===== src/rtl/decoder_rr_arbiter_if.sv =====
// Request/grant bundle between the requesting blocks and the arbiter.
// Signal prefixes are from the arbiter's point of view: i_ enters it, o_ leaves it.
interface decoder_rr_arbiter_if #(
   parameter int N     = 4,
   parameter int IDX_W = 2
);
   logic             i_en;
   logic [N-1:0]     i_req;
   logic             i_done;
   logic [N-1:0]     o_gnt;
   logic [IDX_W-1:0] o_gnt_idx;
   logic             o_gnt_valid;
   logic             o_timeout;

   // Requester side: drives requests, observes the grant.
   modport master (
      output i_en, i_req, i_done,
      input  o_gnt, o_gnt_idx, o_gnt_valid, o_timeout
   );

   // Arbiter side.
   modport slave (
      input  i_en, i_req, i_done,
      output o_gnt, o_gnt_idx, o_gnt_valid, o_timeout
   );
endinterface


===== src/rtl/decoder_rr_arbiter.sv =====
// Round-robin arbiter for one shared, decoder-selected resource.
// A registered owner index is decoded to a one-hot enable. Every ownership
// change passes through a one-cycle dead state, so two enables are never
// active together. A hold watchdog force-releases owners that never finish.
module decoder_rr_arbiter #(
   parameter int N        = 4,
   parameter int IDX_W    = 2,   // must equal $clog2(N)
   parameter int MAX_HOLD = 15   // 1..255
) (
   input  logic                  i_clk,
   input  logic                  i_rst_n,
   decoder_rr_arbiter_if.slave   s_bus
);

   localparam int HCNT_W = 8;

   typedef enum logic [1:0] {
      ST_IDLE    = 2'd0,
      ST_GRANT   = 2'd1,
      ST_RELEASE = 2'd2
   } state_t;

   // Registered state and outputs.
   state_t             r_state;
   logic [IDX_W-1:0]   r_ptr;
   logic [HCNT_W-1:0]  r_hcnt;
   logic [N-1:0]       r_gnt;
   logic [IDX_W-1:0]   r_gnt_idx;
   logic               r_gnt_valid;
   logic               r_timeout;

   // Next-state values.
   state_t             w_state_next;
   logic [IDX_W-1:0]   w_ptr_next;
   logic [HCNT_W-1:0]  w_hcnt_next;
   logic [N-1:0]       w_gnt_next;
   logic [IDX_W-1:0]   w_gnt_idx_next;
   logic               w_gnt_valid_next;
   logic               w_timeout_next;

   // Arbitration helpers.
   logic               w_found;
   logic [IDX_W-1:0]   w_winner;
   logic [N-1:0]       w_winner_dec;
   logic [N-1:0]       w_owner_sel;
   logic               w_owner_req;
   logic [IDX_W-1:0]   w_owner_inc;
   logic               w_hold_expired;

   // Search upward from the pointer, wrapping at N-1, for the first requester.
   // The rotated index is reduced with a compare-and-subtract, so non-power-of-two N
   // never produces an index of N or above.
   always_comb begin
      int v_idx;
      w_found  = 1'b0;
      w_winner = '0;
      v_idx    = 0;
      for (int k = 0; k < N; k++) begin
         v_idx = int'(r_ptr) + k;
         if (v_idx >= N) begin
            v_idx = v_idx - N;
         end
         if (!w_found && s_bus.i_req[v_idx]) begin
            w_found  = 1'b1;
            w_winner = IDX_W'(v_idx);
         end
      end
   end

   // One-hot decode of the winner. Also pick out the owner's own request bit
   // using the registered one-hot grant, so other requesters' bits are ignored.
   generate
      for (genvar gi = 0; gi < N; gi++) begin : g_decode
         assign w_winner_dec[gi] = (w_winner == IDX_W'(gi));
         assign w_owner_sel[gi]  = r_gnt[gi] & s_bus.i_req[gi];
      end
   endgenerate

   assign w_owner_req    = |w_owner_sel;
   assign w_owner_inc    = (r_gnt_idx == IDX_W'(N - 1)) ? '0 : (r_gnt_idx + IDX_W'(1));
   assign w_hold_expired = (r_hcnt == HCNT_W'(MAX_HOLD - 1));

   // Next-state and next-output logic. Outputs default to idle (all zero) and
   // only the GRANT path keeps them alive, so leaving GRANT clears the enable.
   always_comb begin
      w_state_next     = r_state;
      w_ptr_next       = r_ptr;
      w_hcnt_next      = r_hcnt;
      w_gnt_next       = '0;
      w_gnt_idx_next   = '0;
      w_gnt_valid_next = 1'b0;
      w_timeout_next   = 1'b0;

      case (r_state)
         ST_IDLE: begin
            if (s_bus.i_en && w_found) begin
               w_state_next     = ST_GRANT;
               w_gnt_next       = w_winner_dec;
               w_gnt_idx_next   = w_winner;
               w_gnt_valid_next = 1'b1;
               w_hcnt_next      = '0;
            end
         end

         ST_GRANT: begin
            // Release priority: DONE, then owner dropping its request, then
            // the watchdog. TIMEOUT only flags a purely watchdog-driven release.
            if (s_bus.i_done || !w_owner_req || w_hold_expired) begin
               w_state_next   = ST_RELEASE;
               w_ptr_next     = w_owner_inc;
               w_timeout_next = !s_bus.i_done && w_owner_req;
            end else begin
               // EN is deliberately not consulted: an active grant is not revoked.
               w_gnt_next       = r_gnt;
               w_gnt_idx_next   = r_gnt_idx;
               w_gnt_valid_next = 1'b1;
               if (r_hcnt != HCNT_W'(MAX_HOLD)) begin
                  w_hcnt_next = r_hcnt + HCNT_W'(1);
               end
            end
         end

         ST_RELEASE: begin
            // Break-before-make dead cycle; no arbitration here.
            w_state_next = ST_IDLE;
         end

         default: begin
            w_state_next = ST_IDLE;
         end
      endcase
   end

   // State and output registers; reset clears the grant without waiting for a clock.
   always_ff @(posedge i_clk or negedge i_rst_n) begin
      if (!i_rst_n) begin
         r_state     <= ST_IDLE;
         r_ptr       <= '0;
         r_hcnt      <= '0;
         r_gnt       <= '0;
         r_gnt_idx   <= '0;
         r_gnt_valid <= 1'b0;
         r_timeout   <= 1'b0;
      end else begin
         r_state     <= w_state_next;
         r_ptr       <= w_ptr_next;
         r_hcnt      <= w_hcnt_next;
         r_gnt       <= w_gnt_next;
         r_gnt_idx   <= w_gnt_idx_next;
         r_gnt_valid <= w_gnt_valid_next;
         r_timeout   <= w_timeout_next;
      end
   end

   assign s_bus.o_gnt       = r_gnt;
   assign s_bus.o_gnt_idx   = r_gnt_idx;
   assign s_bus.o_gnt_valid = r_gnt_valid;
   assign s_bus.o_timeout   = r_timeout;

endmodule


===== src/flat_wrapper.sv =====
// flat-port wrapper written by rule: the top's interface ports become plain ports
module decoder_rr_arbiter_flat 
#(
   parameter int N        = 4,
   parameter int IDX_W    = 2,                          
   parameter int MAX_HOLD = 15            
)
  (i_clk, i_rst_n, s_bus_i_en, s_bus_i_req, s_bus_i_done, s_bus_o_gnt, s_bus_o_gnt_idx, s_bus_o_gnt_valid, s_bus_o_timeout);
  decoder_rr_arbiter_if #(.N(N), .IDX_W(IDX_W)) s_bus_i ();
  input  logic i_clk;
  input  logic i_rst_n;
  input wire logic [$bits(s_bus_i.i_en)-1:0] s_bus_i_en;
  input wire logic [$bits(s_bus_i.i_req)-1:0] s_bus_i_req;
  input wire logic [$bits(s_bus_i.i_done)-1:0] s_bus_i_done;
  output wire logic [$bits(s_bus_i.o_gnt)-1:0] s_bus_o_gnt;
  output wire logic [$bits(s_bus_i.o_gnt_idx)-1:0] s_bus_o_gnt_idx;
  output wire logic [$bits(s_bus_i.o_gnt_valid)-1:0] s_bus_o_gnt_valid;
  output wire logic [$bits(s_bus_i.o_timeout)-1:0] s_bus_o_timeout;
  assign s_bus_i.i_en = s_bus_i_en;
  assign s_bus_i.i_req = s_bus_i_req;
  assign s_bus_i.i_done = s_bus_i_done;
  assign s_bus_o_gnt = s_bus_i.o_gnt;
  assign s_bus_o_gnt_idx = s_bus_i.o_gnt_idx;
  assign s_bus_o_gnt_valid = s_bus_i.o_gnt_valid;
  assign s_bus_o_timeout = s_bus_i.o_timeout;
  decoder_rr_arbiter #(.N(N), .IDX_W(IDX_W), .MAX_HOLD(MAX_HOLD)) u_core (.i_clk(i_clk), .i_rst_n(i_rst_n), .s_bus(s_bus_i));
endmodule

===== config.mk =====
export PLATFORM = sky130hd
export DESIGN_NAME = decoder_rr_arbiter_flat
export DESIGN_NICKNAME = d
export VERILOG_FILES = /design/src/rtl/decoder_rr_arbiter_if.sv /design/src/rtl/decoder_rr_arbiter.sv /design/src/flat_wrapper.sv
export SDC_FILE = /design/constraint.sdc
export NUM_CORES = 1
export LEC_CHECK = 0
export CAP_MARGIN = 10
export CELL_PAD_IN_SITES_DETAIL_PLACEMENT = 1
export CELL_PAD_IN_SITES_GLOBAL_PLACEMENT = 2
export CORE_MARGIN = 10
export CORE_UTILIZATION = 30
export CTS_CLUSTER_DIAMETER = 50
export DETAILED_ROUTE_END_ITERATION = 8
export PLACE_DENSITY = 0.76
export SLEW_MARGIN = 5
export SYNTH_ARGS = -nofsm -noshare
export SYNTH_HDL_FRONTEND = slang
export SYNTH_SLANG_ARGS = --single-unit

===== constraint.sdc =====
create_clock -name i_clk -period 2.3 [get_ports i_clk]
set_clock_uncertainty 0.15 [all_clocks]
set_input_delay 0.345 -clock i_clk [delete_from_list [all_inputs] [get_ports i_clk]]
set_output_delay 0.345 -clock i_clk [all_outputs]
set_load 0.02 [all_outputs]

Word level (Yosys, flattened, before mapping) --
Index checks and enable logic that the tools add are counted.
Storage, ports and cells: output and inout bits 8, bits of input ports 8, logic and storage cells 101, register bits 20
Cells by class: multiplexer cells 43, add/subtract/negate cells 9, reduce and logical (&&, ||, !) cells 19, equality and inequality tests 11, bitwise logic cells 4, $lt $le $gt $ge 8
Operators with widths (count):
- 32-bit by 4-bit less-than comparator with 1-bit output (second input constant) | 4
- 32-bit two-way mux | 4
- 32-bit by 4-bit greater-or-equal comparator with 1-bit output (second input constant) | 3
- 32-bit by 4-bit subtractor with 32-bit output (second input constant) | 3
- 8-bit two-way mux | 3
- 2-bit two-way mux | 9
- 1-bit two-way mux | 16
- 8-bit case mux with 2 select lines | 1
- 8-bit by 1-bit adder with 8-bit output (second input constant) | 1
- 1-bit binary-select mux with 2-bit select | 4
- 8-bit by 4-bit equality test with 1-bit output (second input constant) | 1
- 4-bit two-way mux | 2
- 8-bit by 4-bit inequality test with 1-bit output (second input constant) | 1
- 2-bit case mux with 2 select lines | 2
- 4-bit case mux with 2 select lines | 1
- 2-bit by 2-bit adder with 3-bit output (second input constant) | 2
- 2-bit equality test (second input constant) | 3
- 2-bit by 1-bit inequality test with 1-bit output (second input constant) | 3
- 1-bit logical AND | 5
- 1-bit logical NOT | 5
- 1-bit bitwise AND | 4
- 2-bit by 1-bit equality test with 1-bit output (second input constant) | 2
- 2-bit logical NOT | 2
- 2-bit AND reduction | 2
- 10 further kinds | 11

Depth between registers and ports, before layout --
Gate-level depths: netlist (run 1).
word-level depth 18, gate-level depth with buffers 7, mapped depth without buffers 6

Least setup slack after synthesis (run 1) --
Ideal clock, no wire load.
kind reg-to-reg, start point register u_core.r_hcnt[0], end point register u_core.r_hcnt[6], buffers on the path 0, arrival time 1.954 ns, stages on the path, launching flop included 7, clock period less this slack 2.181 ns, data required time 2.072 ns, setup slack 0.119 ns, library setup time 0.078 ns, cells stage by stage dfrtp_1 -> ha_1 -> and2_1 -> a32o_2 -> or4_4 -> or3_1 -> a21oi_1
Between the ends: longest elaborated chain between the ends 4, elaborated cells between the ends (all ways) 10, classes of those cells 1 x add/sub; 4 x eq/ne; 3 x mux; 2 x reduce/logical
RTL lines:
- start, declared | RTL line decoder_rr_arbiter.sv:26 | logic [HCNT_W-1:0] r_hcnt;
- start signal, assigned | RTL line decoder_rr_arbiter.sv:147 | r_hcnt <= w_hcnt_next;
- 8-bit by 1-bit adder with 8-bit output / 8-bit by 4-bit equality test with 1-bit output (equally long branches) | RTL line decoder_rr_arbiter.sv:118, decoder_rr_arbiter.sv:81
- 8-bit two-way mux / 1-bit logical OR (equally long branches) | RTL line decoder_rr_arbiter.sv:117, decoder_rr_arbiter.sv:108
- 8-bit two-way mux / 2-bit inequality test (equally long branches)
- 8-bit case mux with 2 select lines / 4-bit AND reduction (equally long branches)
Several ways; a longest one is shown, not always the timed one. The select of a mux whose other input is x is not followed. A chain may end at the register's enable or synchronous reset.

Final worst setup path (run 1) --
Same ends and word-level chain as after synthesis.

==> metrics.txt, run 1 <==
DRT iter0 DRCs 28; Worst R2R Start u_core.r_hcnt[0]; asr flop ratio synth 100%; final setup vio count 0; Die Y a little under 80 microns; multi-input combinational cell area ~530 sq um; CP Class reg2reg; DRT Pass-1 Iters 4; Synth-to-Final Area Change 33.9%; Tot GR Track Use 10.1%; die area between 6000 and 7000 sq um; status finished clean; worst setup slack after placement -0.139 ns; Synth area leader dfrtp_1; Arr. time, crit path approximately 2.3 ns; sequential-to-total area share from yosys stat around 48%; leading post-synthesis cells by cell area dfrtp_1 48%, a21oi_1 4.3%, mux2_2 4.3%; Clock Path Buffers 2; drt total wl approximately 2800 microns; post-synth net total 113; worst min path class in2async; number of fill cells roughly 420; Antenna Nets Post-Route 0; nets@finish between 100 and 150; worst slew pin tran between 0.3 and 0.4 ns; Max-Cap Viols 0; Cell Area, Synth about 1000 sq um; share of cells above drive strength 1 23.7%; I/O Buffers 15; Via-to-Cell Ratio 5.05; FMAX approximately 450 MHz; drt wl/cell between 15 and 20 microns; PwrDens about 810 nW/um^2; Max IR drop VDD roughly 0.00035 V; max_slew headroom between 70% and 80%; area share of the leading cell type in the synthesized netlist a little under half; RSZ-0062 raised after global routing no; startpoint types flip-flop; #FFs+latches synth 20; DRC violations left 0; largest fanout on the critical path 4; number of global-route vias before repair 1,080; io pins 16; htree depth 1; synth warn 0; diode count 0; largest net degree at the start of global routing 21; Clk Latency, worst-skew pair between 0.2 and 0.3 ns; Initial Utilization a little under a third; cell count after synthesis roughly 100; worst r2r dst u_core.r_hcnt[6]; Critical Path End u_core.r_hcnt[6]; post-layout minimum cycle time around 2.2 ns; placer's final routability congestion estimate around 0.74; Worst-path clk slew 0.11 ns; Distinct cells, synth 34; Post-CTS Hold Buffers 0; R2R Setup Slk about 0.092 ns; row count 21; CTS tree built; Period Utilization, post-route a little over nine tenths; vias between 900 and 1,000; CP required ~2.4 ns; final hold vios 0; dpl hpwl 2270 microns; crit end category flip-flop; Synth Flop Type dfrtp_1; Slew Viols, Final 0; Core ar. ~3400 sq um; Setup TNS Final 0 ns; TritonCTS Buffers 3; final worst slack 0.0923 ns; Die Wd between 70 and 80 microns; Setup crit start u_core.r_hcnt[0]; grt total ovfl 0; first-pass GRT wire length between 5000 and 6000 microns; worst r2r path cells 6; FF+latch area about 500 sq um; syn_area_per_cell 10.3 sq um; Post-synth EDFFs 0; final hold slack 0.234 ns; P_leak ~0.62 nW; root buf cell clkbuf_4; initial antenna violation count 0; CTS sink count 20
==> report_power, final <==
part / switching, mW / internal, mW / leakage (nW)
logic: 0.224 / 0.257 / 0.338
clock network: 0.0993 / 0.0608 / 0.0138
registers: 0.0693 / 0.419 / 0.268
==> critical path, cell delays in order (launching register included) <==
cell	delay (ns)
dfrtp_1	0.40
ha_1	0.22
and2_1	0.14
a32o_2	0.28
or4_4	0.51
or3_1	0.31
a21oi_1	0.14
==> repair_timing <==
action	4_1_cts	5_1_grt
resized for setup	0	1
setup endpoints to repair	0	10
setup buffers	0	1
==> cells in the final DEF (no fill, tap or decap), drive strengths merged <==
master	instances
or4	4
or2b	1
buf	17
o31ai	3
nand3	2
a32o	1
o21ai	5
dfrtp	20
o32a	1
a21oi	9
inv	4
a22o	4
nor3	1
o41ai	1
a221oi	1
nor2b	1
mux2	4
nor3b	1
clkdlybuf4s50	15
a22oi	2
or3	7
a21o	1
clkbuf	3
ha	3
and3b	1
and2	3
nor4	1
nor2	6
mux2i	1
nand2b	4
and3	1
nand2	7
==> stage by stage <==
stage / util, % / power, mW / instance area (sq um) / std cells
2_1_floorplan: - / 0.730 / 1050 / 102
3_3_place_gp: 40.6 / 0.956 / 1370 / 177
3_5_place_dp: 40.6 / 0.973 / 1370 / 177
4_1_cts: 41.3 / 1.14 / 1390 / 180
5_1_grt: 41.7 / 1.24 / 1400 / 181
6_report: 41.7 / 1.13 / 1400 / 181
==> routing by layer <==
layer  GRT usage, %  vias up  wire length, microns
met1           10.7      454                  1210
met4           3.23        0                    19
met2           18.1       15                  1450
li1               -      443                     -
met5              0        -                     0
met3           3.49        2                   152
==> area by class of cell <==
class,count,share of cell area (%)
clock buffer,3,1.61
inverter,4,1.07
multi-input combinational,76,37.7
sequential,20,35.7
tap,46,4.10
timing repair buffer,32,19.8
==> cell usage after synthesis (all sizes together) (2+ instances only) <==
library cell and n:
dfrtp 20, a21oi 9, nand2 7, or3 7, nor2 6, o21ai 5, a22o 4, inv 4
mux2 4, nand2b 4, or4 4, and2 3, ha 3, o31ai 3, a22oi 2, clkbuf 2
nand3 2
==> worst min-delay path by stage <==
stage,endpoint,slack (ns),depth (start not counted)
3_5_place_dp,u_core.s_bus.o_gnt_idx[1],0.36,1
2_1_floorplan,u_core.r_hcnt[0],-0.10,0
4_1_cts,u_core.r_hcnt[2],0.24,2
6_report,u_core.r_hcnt[5],0.23,2
3_3_place_gp,u_core.s_bus.o_gnt_idx[1],0.35,1
5_1_grt,u_core.r_hcnt[4],0.24,2
==> cell families (layout without fill, tap and decap cells) <==
kind of cell / Yosys count / count (layout) / synth area share (%)
mux: 5 / 5 / 5.26
fa+ha+maj: 3 / 3 / 3.58
buf+inv: 6 / 39 / 2.27
flops: 20 / 20 / 47.8
compound gates: 28 / 28 / 18.9
simple gates: 40 / 40 / 22.2
==> sequential cells by signal, indices dropped and copies added, names as in the netlist <==
signal                    flops
u_core.r_state                2
u_core.r_ptr                  2
u_core.s_bus.o_gnt            4
u_core.s_bus.o_gnt_valid      1
u_core.s_bus.o_gnt_idx        2
u_core.s_bus.o_timeout        1
u_core.r_hcnt                 8
No activity file was read; power rests on OpenSTA's default activity.
==> run 2: changes to the inputs <==
--- a/config.mk
+++ b/config.mk
@@ -5,10 +5,10 @@
 export SDC_FILE = /design/constraint.sdc
 export NUM_CORES = 1
 export LEC_CHECK = 0
-export CAP_MARGIN = 10
+export CAP_MARGIN = 20
 export CELL_PAD_IN_SITES_DETAIL_PLACEMENT = 1
 export CELL_PAD_IN_SITES_GLOBAL_PLACEMENT = 2
-export CORE_MARGIN = 10
+export CORE_MARGIN = 5
 export CORE_UTILIZATION = 30
 export CTS_CLUSTER_DIAMETER = 50
 export DETAILED_ROUTE_END_ITERATION = 8
==> run 2 against run 1 <==
  * Final cell count is 0.55% lower
  * Maximum frequency is 2.1% lower
  * Die area fell by 24%
  * Critical path type unchanged
  * Global-route usage up 2.2 points
  * Via count shrank 0.98%
  * Critical endpoint unchanged
  * First-iteration DRC count is 36% higher
  * Largest cell class unchanged
  * Non-clock buffer count down 1
==> metrics.txt, run 2 (same netlist as run 1, synthesis figures left out) <==
DRC violations left 0; final worst slack around 0.045 ns; Worst-path clk slew between 0.1 and 0.15 ns; number of fill cells around 420; Clock Path Buffers 2; vias ~900; final hold slack 0.225 ns; Antenna Nets Post-Route 0; nets@finish 147; worst slew pin tran around 0.42 ns; Max-Cap Viols 0; Top reg by flops u_core.r_hcnt; worst r2r path cells 6; crit end category flip-flop; Core ar. between 3000 and 4000 sq um; Arr. time, crit path about 2.3 ns; Tot GR Track Use roughly 12%; startpoint types flip-flop; Initial Utilization between 30% and 40%; Post-CTS Hold Buffers 0; number of global-route vias before repair approximately 1,000; drt total wl 2700 microns; Period Utilization, post-route 98.1%; RSZ-0062 raised after global routing no; drt wl/cell 15.0 microns; io pins 16; Worst R2R Start u_core.r_hcnt[1]; max_slew headroom approximately 70%; die area approximately 4800 sq um; row count 21; largest fanout on the critical path 4; P_leak between 0.6 and 0.7 nW; most common cell after layout, fill and taps aside dfrtp_1; dpl hpwl around 2200 microns; placer's final routability congestion estimate 0.740; Die Y 69.1 microns; diode count 0; FMAX about 440 MHz; CTS sink count 20; Synth-to-Final Area Change 33.8%; worst setup slack after placement -0.172 ns; FF+latch area ~500 sq um; first-pass GRT wire length approximately 4800 microns; CP required 2.38 ns; grt total ovfl 0; DRT iter0 DRCs 38; Slew Viols, Final 0; Via-to-Cell Ratio slightly above 5; CTS tree built; max reg flops 8; Clk Latency, worst-skew pair ~0.30 ns; DRT Pass-1 Iters 4; final setup vio count 0; initial antenna violation count 0; share of cells above drive strength 1 between 20% and 30%; htree depth 1; multi-input combinational cell area approximately 540 sq um; post-layout minimum cycle time between 2 and 2.5 ns; status finished clean; commonest cells after routing, fill and taps aside 20 x dfrtp_1, 16 x buf_4, 15 x clkdlybuf4s50_1; fin util 41.7%; Max IR drop VDD ~0.00031 V; Pwr Total ~1.1 mW; worst min path class in2async; CP Class reg2reg; largest net degree at the start of global routing 21; root buf cell clkbuf_4; final hold vios 0; TritonCTS Buffers 3; PwrDens between 800 and 900 nW/um^2; I/O Buffers 15; worst r2r dst u_core.r_hcnt[6]; Die Wd roughly 69 microns; R2R Setup Slk between 0.04 and 0.05 ns
==> run 2: cell types whose count changed in the layout (fill, tap and decap cells not counted) <==
cell | previous run | this run
or3_4 | 0 | 1
nor4_1 | 0 | 1
buf_4 | 17 | 16
a21oi_2 | 0 | 2
a21oi_1 | 9 | 7
nor4_2 | 1 | 0
or3_1 | 5 | 4
==> run 2: per-layer routing <==
metal  vias to the layer above  wire (microns)  GRT usage (%)
met4                         0              41           3.47
li1                        443               -              -
met3                         4             120           3.34
met1                       439            1220           15.0
met5                         -               0              0
met2                        19            1320           21.0
==> run 2: through the flow <==
step / TNS, ns / cell area (sq um) / cells
global placement: -0.545 / 1350 / 175
global route: 0 / 1400 / 180
floorplan: 0 / 1050 / 102
finish: 0 / 1400 / 180
detailed placement: -0.967 / 1350 / 175
CTS: 0 / 1370 / 178
==> run 2: cell type report <==
| type | instances | area share (%) |
|---|---|---|
| clock buffer | 3 | 1.61 |
| timing repair buffer | 31 | 19.3 |
| sequential | 20 | 35.7 |
| inverter | 4 | 1.07 |
| multi-input combinational | 76 | 38.2 |
| tap | 46 | 4.11 |
==> run 2: power breakdown <==
group          switching (mW)  total [mW]  internal, mW
combinational           0.224       0.479         0.255
sequential             0.0708       0.490         0.419
clock                   0.105       0.166        0.0610
==> run 2: timing repair <==
action,4_1_cts,5_1_grt
setup buffers,0,2
endpoints found under the setup margin,0,2
resized for setup,0,3
==> run 2: worst max path at each step <==
stage	from	end	depth (start not counted)	slack, ns
6_report	u_core.r_hcnt[1]	u_core.r_hcnt[6]	6	0.04
2_1_floorplan	u_core.r_hcnt[0]	u_core.r_hcnt[6]	6	0.12
3_3_place_gp	s_bus_i_req[0]	u_core.r_hcnt[6]	6	-0.13
3_5_place_dp	s_bus_i_req[0]	u_core.r_hcnt[6]	6	-0.17
4_1_cts	u_core.r_hcnt[1]	u_core.r_hcnt[6]	6	0.04
5_1_grt	u_core.r_hcnt[1]	u_core.r_hcnt[6]	6	0.01
==> run 2: critical path, cell delays in order, from the launching register on <==
cell and delay, ns:
dfrtp_1 0.42, ha_1 0.20, and2_1 0.13, a32o_2 0.28, or4_4 0.51, or3_4 0.34
a21oi_2 0.14
